File: src/rtl/eth_txmac.sv
// eth_txmac: byte-wide Ethernet transmit MAC.
// Frames SoC bytes with preamble/SFD, pads short frames, appends CRC-32 FCS and enforces the IFG.
// Ports: MTxClk/Reset (async active-low) clock and reset; TxData/TxDataValid/TxEndFrame/TxReady SoC byte stream;
// PadEn/CrcEn per-frame options sampled at frame start; MaxFL/HugEn oversize limit;
// MTxD/MTxEn/MTxErr registered PHY interface; TxDone/TxAbort one-cycle completion pulses.
module eth_txmac #(
  parameter int PREAMBLE_BYTES = 7,
  parameter int MIN_FL = 60,
  parameter int IFG_BYTES = 12
) (
  input  logic        MTxClk,
  input  logic        Reset,
  input  logic [7:0]  TxData,
  input  logic        TxDataValid,
  input  logic        TxEndFrame,
  output logic        TxReady,
  input  logic        PadEn,
  input  logic        CrcEn,
  input  logic [15:0] MaxFL,
  input  logic        HugEn,
  output logic [7:0]  MTxD,
  output logic        MTxEn,
  output logic        MTxErr,
  output logic        TxDone,
  output logic        TxAbort
);
  typedef enum logic [2:0] {IDLE, PREAMBLE, SFD, DATA, PAD, FCS, IFG} state_t;
  localparam logic [7:0] PreN = 8'(PREAMBLE_BYTES);
  localparam logic [7:0] IfgLast = 8'(IFG_BYTES - 1);
  localparam logic [15:0] MinFl = 16'(MIN_FL);
  state_t state, nextState, afterPayload;
  logic [7:0] cnt, nextCnt, nextTxD;
  logic [15:0] byteCnt, nextByteCnt, incCnt;
  logic [31:0] crc, nextCrc, fcs;
  logic padLat, crcLat, ovf, nextPadLat, nextCrcLat, nextOvf;
  logic nextTxEn, nextTxErr, nextDone, nextAbort, stall;

  function automatic logic [31:0] crcByte(input logic [31:0] c, input logic [7:0] d);
    logic [31:0] r;
    r = c ^ {24'h0, d};
    for (int i = 0; i < 8; i++) r = r[0] ? (r >> 1) ^ 32'hEDB88320 : r >> 1;
    return r;
  endfunction

  assign incCnt = &byteCnt ? byteCnt : byteCnt + 16'd1;
  assign TxReady = (state == SFD || state == DATA) && !ovf;
  // An oversize frame has already sent its last permitted byte, so it takes the underrun abort path
  assign stall = !TxDataValid || ovf;
  assign fcs = ~crc;
  assign afterPayload = crcLat ? FCS : IFG;

  always_ff @(posedge MTxClk or negedge Reset)
    if (!Reset) begin
      state <= IDLE;
      cnt <= '0;
      byteCnt <= '0;
      crc <= '1;
      padLat <= 1'b0;
      crcLat <= 1'b0;
      ovf <= 1'b0;
      MTxD <= '0;
      MTxEn <= 1'b0;
      MTxErr <= 1'b0;
      TxDone <= 1'b0;
      TxAbort <= 1'b0;
    end else begin
      state <= nextState;
      cnt <= nextCnt;
      byteCnt <= nextByteCnt;
      crc <= nextCrc;
      padLat <= nextPadLat;
      crcLat <= nextCrcLat;
      ovf <= nextOvf;
      MTxD <= nextTxD;
      MTxEn <= nextTxEn;
      MTxErr <= nextTxErr;
      TxDone <= nextDone;
      TxAbort <= nextAbort;
    end

  // The IDLE edge already puts the first 0x55 on the wire, so PREAMBLE starts counting at 1
  always_comb begin
    nextState = state;
    nextCnt = cnt;
    nextByteCnt = byteCnt;
    nextCrc = crc;
    nextPadLat = padLat;
    nextCrcLat = crcLat;
    nextOvf = ovf;
    case (state)
      IDLE: if (TxDataValid) begin
        nextState = PREAMBLE;
        nextCnt = 8'd1;
        nextByteCnt = '0;
        nextCrc = '1;
        nextPadLat = PadEn;
        nextCrcLat = CrcEn;
        nextOvf = 1'b0;
      end
      PREAMBLE: begin
        nextCnt = cnt + 8'd1;
        if (cnt == PreN) begin
          nextState = SFD;
          nextCnt = '0;
        end
      end
      SFD, DATA: begin
        nextCnt = '0;
        if (stall) nextState = IFG;
        else begin
          nextByteCnt = incCnt;
          nextCrc = crcByte(crc, TxData);
          nextOvf = !TxEndFrame && !HugEn && incCnt == MaxFL;
          nextState = !TxEndFrame ? DATA : (padLat && incCnt < MinFl) ? PAD : afterPayload;
        end
      end
      PAD: begin
        nextByteCnt = incCnt;
        nextCrc = crcByte(crc, 8'h00);
        if (incCnt >= MinFl) nextState = afterPayload;
      end
      FCS: begin
        nextCnt = cnt + 8'd1;
        if (cnt == 8'd3) begin
          nextState = IFG;
          nextCnt = '0;
        end
      end
      IFG: begin
        nextCnt = cnt + 8'd1;
        if (cnt == IfgLast) begin
          nextState = IDLE;
          nextCnt = '0;
        end
      end
      default: nextState = IDLE;
    endcase
  end

  // Values loaded into the PHY output registers at the end of the current cycle
  always_comb begin
    nextTxD = '0;
    nextTxEn = 1'b0;
    nextTxErr = 1'b0;
    nextDone = 1'b0;
    nextAbort = 1'b0;
    case (state)
      IDLE: begin
        nextTxEn = TxDataValid;
        nextTxD = TxDataValid ? 8'h55 : 8'h00;
      end
      PREAMBLE: begin
        nextTxEn = 1'b1;
        nextTxD = cnt == PreN ? 8'hD5 : 8'h55;
      end
      SFD, DATA: begin
        nextTxEn = 1'b1;
        nextTxErr = stall;
        nextAbort = stall;
        nextTxD = stall ? 8'h00 : TxData;
        nextDone = !stall && nextState == IFG;
      end
      PAD: begin
        nextTxEn = 1'b1;
        nextDone = nextState == IFG;
      end
      FCS: begin
        nextTxEn = 1'b1;
        nextTxD = fcs[{cnt[1:0], 3'b000} +: 8];
        nextDone = cnt == 8'd3;
      end
      default: ;
    endcase
  end
endmodule

File: config.mk
export PLATFORM = sky130hd
export DESIGN_NAME = eth_txmac
export DESIGN_NICKNAME = d
export VERILOG_FILES = /design/src/rtl/eth_txmac.sv
export SDC_FILE = /design/constraint.sdc
export NUM_CORES = 1
export LEC_CHECK = 0
export ABC_AREA = 1
export CORE_UTILIZATION = 43
export CTS_BUF_LIST = sky130_fd_sc_hd__clkbuf_2 sky130_fd_sc_hd__clkbuf_4 sky130_fd_sc_hd__clkbuf_8
export DETAILED_ROUTE_END_ITERATION = 8
export SLEW_MARGIN = 25
export SYNTH_ARGS = -nofsm -noshare
export SYNTH_HDL_FRONTEND = slang
export SYNTH_SLANG_ARGS = --single-unit
File: constraint.sdc
create_clock -name MTxClk -period 2.1 [get_ports MTxClk]
set_clock_uncertainty 0.15 [all_clocks]
set_input_delay 0.42 -clock MTxClk [delete_from_list [all_inputs] [get_ports MTxClk]]
set_output_delay 0.42 -clock MTxClk [all_outputs]
set_load 0.01 [all_outputs]
# Word level (Yosys, flattened, before mapping)
# Index checks and enable logic that the tools add are counted.
# word_totals
ff_bits	73
input_bits	31
output_inout_bits	13
wordCells	118
# classes
add_sub_neg	2
magnitude_cmp	2
n_eq_ne	13
n_shift	1
mux	48
n_bitwise	18
reduce_logical	23
# ops
op	n
$mux W32	18
$not A13 Y14	16
$pmux W32 S3	1
$mux W16	3
$mux W8	6
$pmux W16 S3	1
$pmux W8 S5	1
$not A32 Y32	1
$pmux W8 S4	1
$shiftx A32 B6 Y8	1
$xor A32 B8 Y32	1
$mux W3	7
$pmux W3 S6	1
$add A16 B1 Y16 const B	1
$eq A16 B16 Y1	1
$ge A16 B6 Y1 const B	1
$lt A16 B6 Y1 const B	1
$reduce_and A16 Y1	1
$eq A3 B3 Y1 const B	4
$add A8 B1 Y8 const B	1
$eq A8 B2 Y1 const B	1
$eq A8 B3 Y1 const B	1
$eq A8 B4 Y1 const B	1
$mux W7	1
other kinds (18)	35

# Logic depth before layout (Yosys ltp)
# Gate-level depths: netlist of the first run.
# logic_depth
word_depth	19
depth_mapped	17

# Worst setup path after synthesis of the first run
# No wires, ideal clock.
# synth_path
path_type	register to register
start	register byteCnt[0]
end	register TxDone
setup_ns	0.117
arrival_ns	1.867
required_time_ns	1.833
slack_ns	-0.035
stages_incl_launch_ff	17
path_buffers	0
synth_period_minus_slack_ns	2.135
cell_sequence	dfrtp_1 ha_1 nand3_1 inv_1 nand2_2 nor2_1 nand2_1 nand2_1 nand3_2 nor2_2 nand4_1 nand2_1 nand2_1 nand2_1 nand2_1 nand3_1 nand2_1
# synth_via
elab_chain_len	11
elab_cells_between_ends	14
classes_between	add/sub: 1; order compare: 2; eq/ne: 1; mux: 7; reduce/logical: 3
# synth_lines
element	line_no	rtl
from (decl)	33	logic [15:0] byteCnt, nextByteCnt, incCnt;
from (signal assigned)	69	byteCnt <= nextByteCnt;
$add A16 B1 Y16 / $reduce_and A16 Y1 (equally long branches)	45	assign incCnt = &byteCnt ? byteCnt : byteCnt + 16'd1;
$mux W16 (*)	45	
$lt A16 B6 Y1	114	nextState = !TxEndFrame ? DATA : (padLat && incCnt < MinFl) ? PAD : afterPayload;
$logic_and A1 B1 Y1	114	
$mux W2	114	
$mux W3	114	
$mux W3	109	if (stall) nextState = IFG;
$pmux W3 S6 (*)	90	case (state)
net nextState[1]	31	state_t state, nextState, afterPayload;
$eq A3 B3 Y1 (*)	161, 165	
$logic_and A1 B1 Y1	161	nextDone = !stall && nextState == IFG;
$pmux W1 S3 (*)	147	case (state)
net nextDone	36	logic nextTxEn, nextTxErr, nextDone, nextAbort, stall;
to (signal assigned)	77	TxDone <= nextDone;
to (decl)	24	output logic TxDone,
# Mark *: on every way through the listed nets, which the timed path passes. The rest lies on a longest branch.
# A chain may end at the register's enable or synchronous reset.

# Worst setup path in the final report of the first run
# layout_path
start	register byteCnt[1]
end	register ovf
# layout_via
elab_chain_len	6
elab_cells_between_ends	7
classes_between	add/sub: 1; eq/ne: 1; mux: 3; reduce/logical: 2
# layout_lines
element	line_no	rtl
$add A16 B1 Y16 / $reduce_and A16 Y1 (equally long branches)	45	
$mux W16 (*)	45	
$eq A16 B16 Y1 (*)	113	nextOvf = !TxEndFrame && !HugEn && incCnt == MaxFL;
$logic_and A1 B1 Y1 (*)	113	
$mux W1 (*)	109	
$pmux W1 S2 (*)	90	
to (signal assigned)	73	ovf <= nextOvf;
to (decl)	35	logic padLat, crcLat, ovf, nextPadLat, nextCrcLat, nextOvf;
# Mark *: on every way between the ends. The rest lies on a longest branch, timed or not. The select of a mux whose other input is x is not followed.

==> metrics, run 1 <==
DIE AREA 0.0145 mm^2; setup TNS -579 ps; Die W 120 um; register area 0.00187 mm^2; Area Overhead vs Synth 46.5%; post-synth net total 839; ANT nets after route 0; WL/cell 17.7 um; min setup slack post-route -149 ps; mux cell area share after synthesis 0%; GR Overflow Total 0; placed cell area 0.00765 mm^2; drt drc 0; DR iter-0 viols 663; First-pass DRT Iterations 5; Synth Area in Compound Gates 16.6%; H-tree levels 3; DP HPWL 14200 um; first-pass GRT wire length 31500 um; Synth Area in Simple Gates 22.3%; multi-input logic area 0.00423 mm^2; area leader, netlist dfrtp_1; hold crit path type input port to flip-flop; Filler Cell Count 1134; Startpoint Class flip-flop; initial core utilization 44.7%; Via density 5.47; Internal Power 8.09 mW; Distinct cells, synth 52; status finished with violations; Core Rows 42; Pwr per Cell Area 1760 mW/mm^2; flop and latch count out of synthesis 73; I/O Pins 44; Critical Path AT 2430 ps; Slew HR 67.1%; WS Path Type flip-flop to flip-flop; Max Root-Sink Buffers 2; commonest non-fill, non-tap cell in the layout buf_4; FFs w/ async S/R, synth 100%; Reg power frac 17.1%; CP Capture Type flip-flop; Gate power share 74.6%; Post-Synthesis Cells 806; Slew Viols, Final 0; Max FO, Critical Path 9; max-cap violations 0; Placer Congestion 0.955; fin util 65.4%; ratio of cells with drive above 1 in the final layout 35.4%; Synth Area in Adders 0.416%; Die Y-Extent 120 um; Sw Pwr 7.37 mW; final wirelength 20800 um; yosys warns 0; Max Fclk 445 MHz; EDFF count, synth 0; switching share of power 47.7%; Synth Area per Inst 7.46 um^2; total power 15.5 mW; final net count 1030; Area contributors post-synth dfrtp_1 (17%), dfstp_2 (14%), xor2_1 (11%); clock sink count 73; area share of the largest cell type after synthesis 17.1%; most frequent cells in the layout buf_4 (140), nand2_1 (124), inv_1 (90); Num CTS Buffers 9; unrepaired setup endpoints after global routing true; count of final hold-check violations 0; Worst-path clk slew 80 ps; root buffer cell clkbuf_8; CTS tree yes; post-route cell area 0.00880 mm^2; Cell Count, Final, Fillers Out 1178; Max VDD drop 1.03 mV; largest net degree at the start of global routing 32; Total GRT Usage 28.5%; initial antenna violation count 0; Worst EP required 2280 ps; clk_lat worst skew 390 ps; largest family of logic cells by synthesized area simple AND/OR/NAND/NOR gates; number of cells after detailed placement 1133; fin crit share 107%; min Tclk post-route 2250 ps; Slew @ Worst Pin 493 ps; core area 0.0135 mm^2; Seq/Total Area, Yosys 31.1%; failing checks negative setup slack; XOR/XNOR Fraction of Synth Area 20.5%; I/O Buffers 43; synthesized area 0.00601 mm^2; prevailing post-synth register cell dfrtp_1; static leakage 4.06 nW; setup violators final 9; detailed-route via count 6444; antenna diode count 0; clock share of power 8.3%; number of global-route vias before repair 6054
==> power by group through the flow <==
stage / Clock [mW] / Sequential [mW] / Combinational (mW)
after global placement: 0 / 2.60 / 9.34
after CTS: 1.29 / 2.60 / 9.80
after global routing: 1.35 / 2.70 / 12.3
after detailed placement: 0 / 2.60 / 9.47
final: 1.28 / 2.64 / 11.5
after floorplan: 0 / 2.50 / 5.89
==> timing repair <==
action,4_1_cts,5_1_grt
hold buffers,1,0
gates resized for setup,47,107
pin swaps,29,42
hold endpoints to repair,18,0
setup endpoints to repair,9,33
buffers inserted,8,23
==> worst paths after layout <==
kind                                        startpoint                      end  slack (ps)  cells past startpoint
worst max-delay path            byteCnt[1]$_DFFE_PN0P_          ovf$_DFFE_PN0P_        -150                     15
worst min-delay path                         TxData[2]        MTxD[2]$_DFF_PN0_         270                      3
worst max register to register  byteCnt[1]$_DFFE_PN0P_          ovf$_DFFE_PN0P_        -150                     15
worst min register to register      padLat$_DFFE_PN0P_       padLat$_DFFE_PN0P_         350                      2
max in group asynchronous                        Reset      crc[11]$_DFFE_PN1P_         800                      3
min in group asynchronous                        Reset  byteCnt[12]$_DFFE_PN0P_         390                      2
==> flip-flops by register name (all words and copies together), names as in the netlist, 3 cells and up <==
register  flops
crc          32
state         3
MTxD          8
byteCnt      16
cnt           8
==> cell usage after synthesis, types with 11 or more instances <==
cell / n
a32oi_1: 11
dfstp_2: 32
inv_1: 99
nor2_1: 58
nand3_1: 40
o22ai_1: 14
o21ai_0: 68
a21oi_1: 41
xor2_1: 77
xnor2_1: 41
nand2_1: 147
dfrtp_1: 41
nor3_1: 11
==> worst max-delay path, cell delays in order, from the launching register on <==
cell     delay (ps)
dfrtp_1         420
ha_4            180
nand3_4         110
inv_4            80
nand2_4          50
nor2_4          180
inv_4            90
buf_4           150
nand2_2          80
xor2_1           60
nor2_1           80
nand3_1         100
nor3_2          190
buf_4           150
nand4_1          70
nand2_1          60
==> layout make-up <==
| class | count | area share (%) |
|---|---|---|
| Multi-Input combinational cell | 599 | 48.0 |
| Sequential cell | 73 | 21.2 |
| Timing Repair Buffer | 208 | 21.1 |
| Inverter | 106 | 4.69 |
| Tap cell | 176 | 2.50 |
| Clock buffer | 14 | 2.05 |
| Clock inverter | 2 | 0.412 |
==> routing by layer <==
| metal | vias to the layer above | wire [um] | global-route usage, % |
|---|---|---|---|
| li1 | 3002 | - | - |
| met1 | 3124 | 8850 | 38.5 |
| met2 | 272 | 9740 | 44.3 |
| met3 | 46 | 1620 | 5.05 |
| met4 | 0 | 617 | 13.3 |
| met5 | - | 0 | 0 |
==> through the flow <==
step / worst slack, ps / hold WS [ps]
2_1_floorplan: 23.5 / -25.6
4_1_cts: -106 / 353
6_report: -149 / 269
5_1_grt: -283 / 294
3_3_place_gp: -367 / 252
3_5_place_dp: -436 / 266
==> kinds of logic after synthesis <==
logic type / after synthesis
xor+xnor: 128
flops: 73
compound gates: 168
buf+inv: 134
simple gates: 301
fa+ha+maj: 2
Note: power is estimated with default switching activity, not from simulation.
==> run 2: changes to the inputs <==
--- a/config.mk
+++ b/config.mk
@@ -6,9 +6,12 @@
 export NUM_CORES = 1
 export LEC_CHECK = 0
 export ABC_AREA = 1
-export CORE_UTILIZATION = 43
+export CORE_ASPECT_RATIO = 1.4
+export CORE_UTILIZATION = 56
 export CTS_BUF_LIST = sky130_fd_sc_hd__clkbuf_2 sky130_fd_sc_hd__clkbuf_4 sky130_fd_sc_hd__clkbuf_8
 export DETAILED_ROUTE_END_ITERATION = 8
+export GPL_TIMING_DRIVEN = 0
+export PLACE_DENSITY = 0.8
 export SLEW_MARGIN = 25
 export SYNTH_ARGS = -nofsm -noshare
 export SYNTH_HDL_FRONTEND = slang
==> run 2 against run 1 <==
Compared with the run above:
- the run still ends with negative setup slack left
- wire length up 25%
- setup slack worse by 180 ps
- power up 6.9%
- via count up 9.1%
- register-to-register slack worse by 180 ps
- sequential power up 2%
- worst hold slack worse by 11 ps
- largest cell class unchanged
- first-iteration DRC count up 33%
- critical path depth down 1
- global-route usage up 12 points
- maximum frequency down 7.5%
- sequential share of layout area up 0.32 points
==> metrics, run 2 (synthesis gave the netlist of run 1 again) <==
status finished with violations; failing checks negative setup slack; DIE AREA 0.0112 mm^2 (-23%); static leakage 3.85 nW (-5.3%); drt drc 0 (unchanged); core area 0.0104 mm^2 (-23%); initial core utilization 57.8% (+13 points); clk_lat worst skew 400 ps (about the same); min Tclk post-route 2430 ps (+183 ps); cell breakdown of the critical path ha_4 > nand3_4 > inv_4 > nand2_4 > nor2_4 > inv_2 > buf_6 > buf_6 > nand2_4 > xnor2_2 > nand4_1 > nor3_4 > nand4_1 > nand2_1; Slew HR 53.4% (-14 points); final net count 986 (-4.3%); Num CTS Buffers 9 (unchanged); root buffer cell clkbuf_8; ratio of cells with drive above 1 in the final layout 33.9% (-1.5 points); number of cells after detailed placement 988 (-13%); fin util 83.5% (+18 points); Worst EP required 2280 ps (about the same); initial antenna violation count 1 (+1); min setup slack post-route -332 ps (-183 ps); total power 16.5 mW (+6.9%); Slowest-stage cell, CP dfrtp_1; Pwr per Cell Area 1900 mW/mm^2 (+8.3%); max-cap violations 0 (unchanged); CTS tree yes; GR Layer Usage met2 66.5% (+22 points); Die Y-Extent 125 um (+3.6%); DP HPWL 13900 um (-2.0%); unrepaired setup endpoints after global routing true; Worst-path clk slew 90 ps (about the same); most frequent cells in the layout nand2_1 (123), inv_1 (89), buf_4 (80); CP max stage delay 400 ps (-20 ps); CP Capture Type flip-flop; met1 usage 45.4% (+6.8 points); number of global-route vias before repair 6692 (+11%); Max Fclk 411 MHz (-7.5%); H-tree levels 3 (unchanged); Critical Path AT 2610 ps (+180 ps); max reg flops 32 (unchanged); First-pass DRT Iterations 7 (+2); Most flops, register crc; Max Root-Sink Buffers 2 (unchanged); I/O Pins 44 (unchanged); placed cell area 0.00665 mm^2 (-13%); WS Path Type flip-flop to flip-flop; antenna diode count 0 (unchanged); Total GRT Usage 41.0% (+12 points); Startpoint Class flip-flop; setup TNS -3240 ps (-2660 ps); Area Overhead vs Synth 44.6%; top flop regs crc: 32 flops, byteCnt: 16 flops; I/O Buffers 43 (unchanged); final wirelength 26100 um (+25%); count of final hold-check violations 0 (unchanged); Max VDD drop 1.28 mV (+25%); post-route cell area 0.00869 mm^2 (-1.3%); largest net degree at the start of global routing 48 (+50%); setup violators final 25 (+16); GR Overflow Total 0 (unchanged); commonest non-fill, non-tap cell in the layout nand2_1; Cell Count, Final, Fillers Out 1096 (-7.0%); WL/cell 23.8 um (+35%); Slew @ Worst Pin 699 ps (+206 ps); ANT nets after route 0 (unchanged); Buf/Inv on CP 4 (unchanged); met3 GRT Util 9.01% (+4.0 points); fin crit share 116% (+8.7 points); Via density 6.42 (+17%); Core Rows 44 (+4.8%); Max FO, Critical Path 6 (-3); Die W 89.6 um (-26%); first-pass GRT wire length 33700 um (+7.0%); hold crit path type input port to flip-flop; CP delay by family, top simple AND/OR/NAND/NOR gates; Filler Cell Count 542 (-52%); Placer Congestion 1.05 (+9.7%); GR peak layer met2; detailed-route via count 7031 (+9.1%); clock sink count 73 (unchanged); DR iter-0 viols 880 (+33%); Slew Viols, Final 0 (unchanged)
==> run 2: routing by layer <==
layer  vias to the layer above  routed length [um]
met5                         -                   0
met4                         0                2560
met3                       246                3180
met2                       610               12000
met1                      3271                8290
li1                       2904                   -
==> run 2: worst reg2reg max path, stage by stage (launching register included) <==
cell and delay [ps]:
dfrtp_1 400, ha_4 180, nand3_4 90, inv_4 80
nand2_4 60, nor2_4 160, inv_2 60, buf_6 130
buf_6 130, nand2_4 70, xnor2_2 110, nand4_1 180
nor3_4 300, nand4_1 180, nand2_1 100
==> run 2: area by class of cell <==
class | instances | area [um^2] | share of cell area (%)
buffer | 27 | 228 | 2.62
clock inverter | 7 | 101 | 1.17
timing repair buffer | 137 | 1280 | 14.7
clock buffer | 9 | 124 | 1.43
inverter | 106 | 429 | 4.94
tap | 138 | 173 | 1.99
multi-input combinational | 599 | 4490 | 51.6
sequential | 73 | 1870 | 21.5
==> run 2: worst paths after layout <==
| check | startpoint | to | slack (ps) | cells after the start |
|---|---|---|---|---|
| min in group asynchronous | Reset | byteCnt[7]$_DFFE_PN0P_ | 330 | 2 |
| max reg2reg | byteCnt[1]$_DFFE_PN0P_ | ovf$_DFFE_PN0P_ | -330 | 14 |
| min reg2reg | padLat$_DFFE_PN0P_ | padLat$_DFFE_PN0P_ | 330 | 2 |
| max in group asynchronous | Reset | crc[31]$_DFFE_PN1P_ | 820 | 3 |
| max | byteCnt[1]$_DFFE_PN0P_ | ovf$_DFFE_PN0P_ | -330 | 14 |
| min | TxData[2] | MTxD[2]$_DFF_PN0_ | 260 | 3 |
==> run 2: power breakdown <==
part / internal (mW) / total (mW) / switching [mW]
sequential: 2.14 / 2.68 / 0.544
combinational: 5.08 / 12.5 / 7.43
clock: 0.679 / 1.35 / 0.671
==> run 2: timing repair <==
action,CTS,global route
setup endpoints to repair,59,59
hold buffers,1,0
endpoints found under the hold margin,7,0
gates cloned,0,0
setup buffers,52,42
gates resized for setup,106,141
pin swaps,51,60
==> run 2: stage by stage <==
stage / worst slack (ps) / hold slack (ps)
floorplan: 23.5 / -25.6
global placement: -2090 / 305
detailed placement: -823 / 212
CTS: -130 / 329
global route: -515 / 316
finish: -332 / 258
==> run 3: changes to the inputs <==
==> constraint.sdc (replaced) <==
create_clock -name MTxClk -period 2.1 [get_ports MTxClk]
set_clock_uncertainty 0.15 [all_clocks]
set_input_delay 0.315 -clock MTxClk [delete_from_list [all_inputs] [get_ports MTxClk]]
set_output_delay 0.315 -clock MTxClk [all_outputs]
set_load 0.01 [all_outputs]
==> run 3 against run 2 <==
Compared with the run above:
- critical path type unchanged
- non-clock buffer count grew 4
- the flow still finishes with violations (negative setup slack)
- setup slack gained 8.8 ps
- sequential power barely moved
- global-route usage fell by 0.65 points
==> metrics, run 3 (synthesis gave the netlist of run 1 again) <==
GR Layer Usage met2 64.9% (-1.6 points); initial antenna violation count 1 (unchanged); Cell Count, Final, Fillers Out 1100 (+0.36%); Placer Congestion 1.05 (unchanged); GR peak layer met2; Max Root-Sink Buffers 2 (unchanged); final net count 990 (+0.41%); detailed-route via count 7067 (+0.51%); max-cap violations 0 (unchanged); Slowest-stage cell, CP dfstp_2; total power 17.0 mW (+2.9%); ratio of cells with drive above 1 in the final layout 35.0% (+1.1 points); core area 0.0104 mm^2 (unchanged); Max Fclk 413 MHz (+0.36%); Die Y-Extent 125 um (unchanged); setup violators final 27 (+8.0%); status finished with violations; Startpoint Class flip-flop; Pwr per Cell Area 1940 mW/mm^2 (+2.2%); Filler Cell Count 523 (-3.5%); DIE AREA 0.0112 mm^2 (unchanged); Core Rows 44 (unchanged); first-pass GRT wire length 33200 um (-1.3%); largest net degree at the start of global routing 48 (unchanged); failing checks negative setup slack; drt drc 0 (unchanged); fin util 84.1% (+0.57 points); initial core utilization 57.8% (unchanged); Buf/Inv on CP 3 (-1); static leakage 3.86 nW (+0.23%); max reg flops 32 (unchanged); Area Overhead vs Synth 45.6%; Worst-path clk slew 90 ps (about the same); most frequent cells in the layout nand2_1 (121), inv_1 (90), buf_4 (78); count of final hold-check violations 0 (unchanged); antenna diode count 0 (unchanged); Die W 89.6 um (unchanged); CP Capture Type flip-flop; Most flops, register crc; hold crit path type input port to async pin; Slew HR 57.1% (+3.7 points); Max VDD drop 1.43 mV (+11%); CP max stage delay 570 ps (+170 ps); cell breakdown of the critical path inv_2 > nand2_2 > nand2_4 > or2_4 > nand2_8 > clkinvlp_4 > xor2_2 > nor2_2 > o32ai_2 > inv_1; CTS tree yes; fin crit share 115% (-0.42 points); R2R setup slack -320 ps (about the same); met1 usage 44.2% (-1.2 points); top flop regs crc: 32 flops, byteCnt: 16 flops; placed cell area 0.00665 mm^2 (unchanged); clock sink count 73 (unchanged); First-pass DRT Iterations 6 (-1); Total GRT Usage 40.3% (-0.65 points); Max FO, Critical Path 6 (unchanged); multi-input logic area 0.00453 mm^2 (+0.89%); min Tclk post-route 2420 ps (-8.81 ps); WL/cell 23.2 um (-2.7%); min setup slack post-route -323 ps (+8.81 ps); final wirelength 25500 um (-2.3%); post-route cell area 0.00875 mm^2 (+0.68%); ANT nets after route 0 (unchanged); H-tree levels 3 (unchanged); GR Overflow Total 0 (unchanged); Via density 6.42 (+0.15%); Slew @ Worst Pin 643 ps (-56.0 ps); met3 GRT Util 9.54% (+0.53 points); number of global-route vias before repair 6632 (-0.90%); number of cells after detailed placement 988 (unchanged); DP HPWL 13900 um (unchanged); Num CTS Buffers 9 (unchanged); root buffer cell clkbuf_8; Critical Path AT 2590 ps (-20 ps); clk_lat worst skew 390 ps (about the same); Worst EP required 2270 ps (about the same); I/O Pins 44 (unchanged); CP delay by family, top simple AND/OR/NAND/NOR gates; commonest non-fill, non-tap cell in the layout nand2_1; unrepaired setup endpoints after global routing true; DR iter-0 viols 762 (-13%); I/O Buffers 43 (unchanged); WS Path Type flip-flop to flip-flop; register area 0.00187 mm^2 (unchanged); Slew Viols, Final 0 (unchanged)
-- run 3: changes by cell type in the layout (fill, tap and decap cells not counted), sizes merged --
cell	change
buf	+5
clkdlybuf4s50	+4
dlymetal6s2s	-3
clkbuf	-2
clkinvlp	-1
inv	+1
-- run 3: where the power goes --
part	internal [mW]	leakage, nW	switching [mW]	total, mW
clock network	0.679	0.106	0.675	1.35
logic	5.34	2.87	7.64	13.0
registers	2.14	0.877	0.545	2.68
-- run 3: final cells by class --
class / count / share of cell area, %
inverters: 106 / 4.80
well taps: 138 / 1.97
plain buffers: 27 / 2.39
multi-input cells: 599 / 51.7
clock inverters: 7 / 1.16
repair buffers: 141 / 15.1
flip-flops and latches: 73 / 21.4
clock buffers: 9 / 1.42
-- run 3: what timing repair did --
action / CTS / global route
hold buffers: 1 / 0
endpoints found under the setup margin: 59 / 58
setup buffers: 53 / 45
endpoints found under the hold margin: 15 / 0
resized for setup: 98 / 150
pin swaps: 41 / 55
-- run 3: routing by layer --
layer | up-vias | wire, um
met4 | 0 | 2510
met1 | 3235 | 7990
met5 | - | 0
met2 | 662 | 12000
li1 | 2916 | -
met3 | 254 | 2960
-- run 3: path summary, 6_finish.rpt --
kind | start | end | depth (start not counted)
max in group asynchronous | Reset | crc[23]$_DFFE_PN1P_ | 3
min in group MTxClk | padLat$_DFFE_PN0P_ | padLat$_DFFE_PN0P_ | 2
max reg2reg | crc[1]$_DFFE_PN1P_ | crc[5]$_DFFE_PN1P_ | 10
min | Reset | byteCnt[7]$_DFFE_PN0P_ | 2
max | crc[1]$_DFFE_PN1P_ | crc[5]$_DFFE_PN1P_ | 10
min reg2reg | padLat$_DFFE_PN0P_ | padLat$_DFFE_PN0P_ | 2
-- run 3: through the flow --
| step | setup WS, ps | hold slack [ps] | TNS [ps] |
|---|---|---|---|
| global placement | -1980 | 305 | -144060 |
| floorplan | 23.5 | -131 | 0 |
| CTS | -120 | 238 | -318 |
| detailed placement | -718 | 107 | -28350 |
| finish | -323 | 228 | -2810 |
| global route | -486 | 258 | -5300 |
